===== config.mk =====
export PLATFORM = sky130hd
export DESIGN_NAME = sdac_update_sched
export DESIGN_NICKNAME = d
export VERILOG_FILES = /design/src/rtl/sdac_pkg.sv /design/src/rtl/rr_arb4.sv /design/src/rtl/sdac_update_sched.sv
export SDC_FILE = /design/constraint.sdc
export NUM_CORES = 1
export LEC_CHECK = 0
export CAP_MARGIN = 40
export CORE_MARGIN = 3
export CORE_UTILIZATION = 33
export DETAILED_ROUTE_END_ITERATION = 8
export PLACE_DENSITY = 0.54
export RECOVER_POWER = 50
export SETUP_SLACK_MARGIN = 0.2
export SYNTH_ARGS = -nofsm -noshare
export SYNTH_HDL_FRONTEND = slang
export SYNTH_HIERARCHICAL = 1
export SYNTH_SLANG_ARGS = --single-unit
export TNS_END_PERCENT = 30

===== constraint.sdc =====
create_clock -name clk -period 4 [get_ports clk]
set_input_delay 0.6 -clock clk [delete_from_list [all_inputs] [get_ports clk]]
set_output_delay 0.6 -clock clk [all_outputs]
set_load 0.02 [all_outputs]

===== src/rtl/sdac_pkg.sv =====
// rtl/sdac_pkg.sv - shared types and helpers for the sideboard DAC update scheduler
package sdac_pkg;

  localparam int NCH    = 4;
  localparam int DW_DEF = 16;

  typedef enum logic [1:0] {
    IDLE,
    SEL,
    FIRE
  } state_t;

  function automatic logic [1:0] oh2idx(input logic [3:0] oh);
    oh2idx = '0;
    for (int i = 0; i < NCH; i++) begin
      if (oh[i]) oh2idx = 2'(i);
    end
  endfunction

endpackage


===== src/rtl/rr_arb4.sv =====
// rtl/rr_arb4.sv - combinational 4-way round-robin pick, searching ptr+1, ptr+2, ... mod 4
module rr_arb4 (
  input  logic [3:0] req,
  input  logic [1:0] ptr,
  output logic [3:0] grant,
  output logic       valid
);

  logic [1:0] idx;

  always_comb begin
    grant = '0;
    valid = 1'b0;
    idx   = ptr;
    for (int i = 1; i < 5; i++) begin
      idx = ptr + 2'(i);
      if (!valid && req[idx]) begin
        grant[idx] = 1'b1;
        valid      = 1'b1;
      end
    end
  end

endmodule


===== src/rtl/sdac_update_sched.sv =====
// rtl/sdac_update_sched.sv - one DAC channel update per driver frame, round-robin over pending
// channels, with keep-alive refresh writes when the loop outputs go quiet.
module sdac_update_sched
  import sdac_pkg::*;
#(
  parameter int DW      = DW_DEF,
  parameter int REFRESH = 64,
  parameter int CW      = 7
) (
  input  logic              clk,
  input  logic              rst_n,
  input  logic              frame_tick,
  input  logic [NCH-1:0]    req,
  input  logic [NCH*DW-1:0] value,
  input  logic [NCH-1:0]    ch_en,
  output logic              dac_trig,
  output logic [1:0]        dac_addr,
  output logic [DW-1:0]     dac_data,
  output logic [NCH-1:0]    pending,
  output logic [NCH-1:0]    ack,
  output logic              refresh
);

  localparam bit          REF_EN = (REFRESH != 0);
  localparam logic [CW-1:0] REF_V = CW'(REFRESH);

  state_t        state;
  logic [DW-1:0] shadow [NCH];
  logic [1:0]    rr;
  logic [1:0]    ref_ptr;
  logic [1:0]    gnt;
  logic          is_ref;
  logic          repost;
  logic [CW-1:0] cnt;

  logic [3:0] pend_gnt, ref_gnt;
  logic       pend_v, ref_v, ref_due;
  logic [1:0] pend_idx, ref_idx;

  rr_arb4 u_pend_arb (
    .req  (pending & ch_en),
    .ptr  (rr),
    .grant(pend_gnt),
    .valid(pend_v)
  );

  rr_arb4 u_ref_arb (
    .req  (ch_en),
    .ptr  (ref_ptr),
    .grant(ref_gnt),
    .valid(ref_v)
  );

  assign pend_idx = oh2idx(pend_gnt);
  assign ref_idx  = oh2idx(ref_gnt);
  assign ref_due  = REF_EN && (cnt >= REF_V) && ref_v;

  always_ff @(posedge clk) begin
    if (!rst_n) begin
      state    <= IDLE;
      rr       <= 2'd3;
      ref_ptr  <= 2'd3;
      gnt      <= '0;
      is_ref   <= 1'b0;
      repost   <= 1'b0;
      cnt      <= '0;
      pending  <= '0;
      dac_trig <= 1'b0;
      dac_addr <= '0;
      dac_data <= '0;
      ack      <= '0;
      refresh  <= 1'b0;
      for (int ch = 0; ch < NCH; ch++) shadow[ch] <= '0;
    end else begin
      for (int ch = 0; ch < NCH; ch++) begin
        if (req[ch]) shadow[ch] <= value[ch*DW +: DW];
      end
      pending  <= pending | req;
      dac_trig <= 1'b0;
      ack      <= '0;
      refresh  <= 1'b0;

      case (state)
        IDLE: begin
          if (frame_tick) begin
            if (pend_v || ref_due) state <= SEL;
            else if (cnt != {CW{1'b1}}) cnt <= cnt + 1'b1;
          end
        end
        SEL: begin
          state <= FIRE;
          if (pend_v) begin
            gnt      <= pend_idx;
            rr       <= pend_idx;
            is_ref   <= 1'b0;
            // a re-post landing this cycle must survive the clear in FIRE
            repost   <= |(req & pend_gnt);
            dac_addr <= pend_idx;
            dac_data <= shadow[pend_idx];
            dac_trig <= 1'b1;
            ack      <= pend_gnt;
            cnt      <= '0;
          end else if (ref_due) begin
            gnt      <= ref_idx;
            ref_ptr  <= ref_idx;
            is_ref   <= 1'b1;
            repost   <= 1'b0;
            dac_addr <= ref_idx;
            dac_data <= shadow[ref_idx];
            dac_trig <= 1'b1;
            refresh  <= 1'b1;
            cnt      <= '0;
          end else begin
            state <= IDLE;
          end
        end
        FIRE: begin
          state <= IDLE;
          if (!is_ref) pending[gnt] <= req[gnt] | repost;
        end
        default: state <= IDLE;
      endcase
    end
  end

endmodule


==> qor.txt <==
Placer Congestion -> 0.877
Worst-Margin Slew -> 1640 ps
Delay-heaviest family, CP -> compound AO/OA/AOI/OAI gates
Syn Std Cell Area -> 0.00594 mm2
Largest stage delay, worst path -> 550 ps
Crit-path cells -> inv_1 > ha_1 > mux2i_1 > o2111ai_1 > o21ai_0 > a221o_1 > buf_4 > mux2i_1 > a22oi_1 > a21oi_1 > o31ai_1
DR vias -> 4794
CP max FO -> 11
TritonCTS clock tree -> done
Slowest cell on crit path -> dfxtp_1
Required @ worst endpoint -> 4230 ps
Tot GR Track Use -> 16.7%
Max-cap viol count -> 1
Initial core utilization -> 34.0%
Vias in the first global route -> 4702
Area after DPL -> 0.00715 mm2
Overflow after GRT -> 0
Cts bufs inserted -> 9
Setup Skew -> 7.60 ps
Wirelength per Cell -> 18.5 um
Crit path kind -> flop to flop
Layout Cells excl Fill -> 891
Leak -> 3.10 nW
Most frequent cell on the critical path -> mux2i_1
Die ar. -> 0.0196 mm2
CTS root buf -> clkbuf_16
Initial DRC count -> 356
Post-CTS Setup Bufs -> 0
CP Capture Type -> flop
Core Box Area -> 0.0175 mm2
CTS Hold Bufs -> 0
Longest Clk Path Bufs -> 2
Max_slew headroom -> -9.04%
Num rows -> 48
Die Y -> 140 um
First-pass detailed-route iteration total -> 5
Layout cells sized above 1 -> 6.61%
Vias/cell -> 5.38
Max H-tree Level -> 3
TNS Setup -> 0 ps
Warnings from Yosys -> 6
Layout area overhead -> 25.1%
Slew Limit Fails -> 38
Antenna Cells -> 0
Clock Sinks -> 107
Gate count of the mapped netlist -> 576
Tcrit/Tclk final -> 86.9%
Die W -> 140 um
Port Buffers -> 102
Syn Area/Cell -> 10.3 um2
Clk slew on worst S/H paths -> 70 ps
Buf/Inv on CP -> 2
Post-DP HPWL -> 12300 um
Status -> finished with violations
Post-layout min period -> 3470 ps
Post-CTS resize count -> 0
Antenna violations before repair -> 0
Detailed-route DRC error count -> 0
RSZ-0062 raised after global routing -> false
Failing checks -> capacitance limit, slew limit
First-pass GRT wire length -> 26200 um
Hold Violations, Final -> 0
Clk_lat worst skew -> 360 ps
Final Setup Violations -> 0
Crit path DAT -> 3700 ps
Fmax -> 288 MHz
Final Instance Area -> 0.00743 mm2
Final nets -> 752
Max IR drop VDD -> 0.219 mV
Total wire length -> 16500 um
Final design utilization -> 42.5%
I/O pin count -> 103
Dpl cells -> 875
Final Power -> 2.69 mW
Power density over the cells -> 361 mW/mm2
Mapped Nets -> 667
Pin count of the biggest net entering global routing -> 38
Hold WC Path Type -> flop to flop
Post-route ant nets -> 0
Startpoint type of the worst setup path -> flop
-- worst register-to-register path, stage by stage, from the launching register on --
cell	delay, ps
dfxtp_1	550
inv_1	250
ha_1	470
mux2i_1	250
o2111ai_1	130
o21ai_0	430
a221o_1	340
buf_4	260
mux2i_1	220
a22oi_1	80
a21oi_1	280
o31ai_1	100
-- per-layer routing --
layer | vias to the layer above | global-route usage (%) | wire length [um]
met3 | 16 | 3.24 | 606
met5 | - | 0 | 0
li1 | 2335 | - | -
met4 | 0 | 4.49 | 242
met1 | 2311 | 24.4 | 8240
met2 | 132 | 25.5 | 7410
-- area by class of cell --
| type | instances | area [um2] |
|---|---|---|
| fill | 1649 | 10000 |
| multi-input combinational | 390 | 2810 |
| sequential | 107 | 2780 |
| timing repair buffer | 119 | 1130 |
| tap | 225 | 282 |
| clock buffer | 10 | 229 |
| inverter | 34 | 128 |
| clock inverter | 6 | 70.1 |
-- state kept, by name, summed over array words and instances (netlist names) --
name	flops
shadow	64
dac_data	16
cnt	7
ack	4
pending	4
gnt	2
ref_ptr	2
rr	2
state	2
dac_trig	1
is_ref	1
refresh	1
repost	1
-- through the flow --
step	hold WS, ps	setup WS, ps
after floorplan	453	1070
after global placement	466	389
after detailed placement	473	279
after CTS	483	568
after global routing	504	212
final	481	525
-- layout by cell type, fill, tap and decap left out, types with 16 or more instances in the layout --
cell type / instances
nand2_1: 35
a21oi_1: 16
inv_1: 34
clkdlybuf4s50_1: 75
nand3_1: 17
nor2_1: 27
dlygate4sd3_1: 26
ha_1: 16
mux2i_1: 52
a221oi_1: 16
and3_1: 68
dfxtp_1: 43
a22oi_1: 16
edfxtp_1: 64
-- power breakdown --
| group | switching (mW) | leakage (nW) | internal (mW) | total, mW |
|---|---|---|---|---|
| registers | 0.0483 | 1.04 | 1.24 | 1.29 |
| logic | 0.271 | 1.92 | 0.220 | 0.492 |
| clock network | 0.413 | 0.143 | 0.493 | 0.906 |
| total | 0.732 | 3.10 | 1.95 | 2.69 |
-- worst paths after layout --
path	start	to	slack (ps)	depth (start not counted)
hold / removal	dac_data[13]	dac_data[13]	480	2
setup reg to reg	rr[0]	dac_data[8]	530	11
hold reg to reg	dac_data[13]	dac_data[13]	480	2
setup / recovery	rr[0]	dac_data[8]	530	11
No activity file was read; power rests on OpenSTA's default activity.
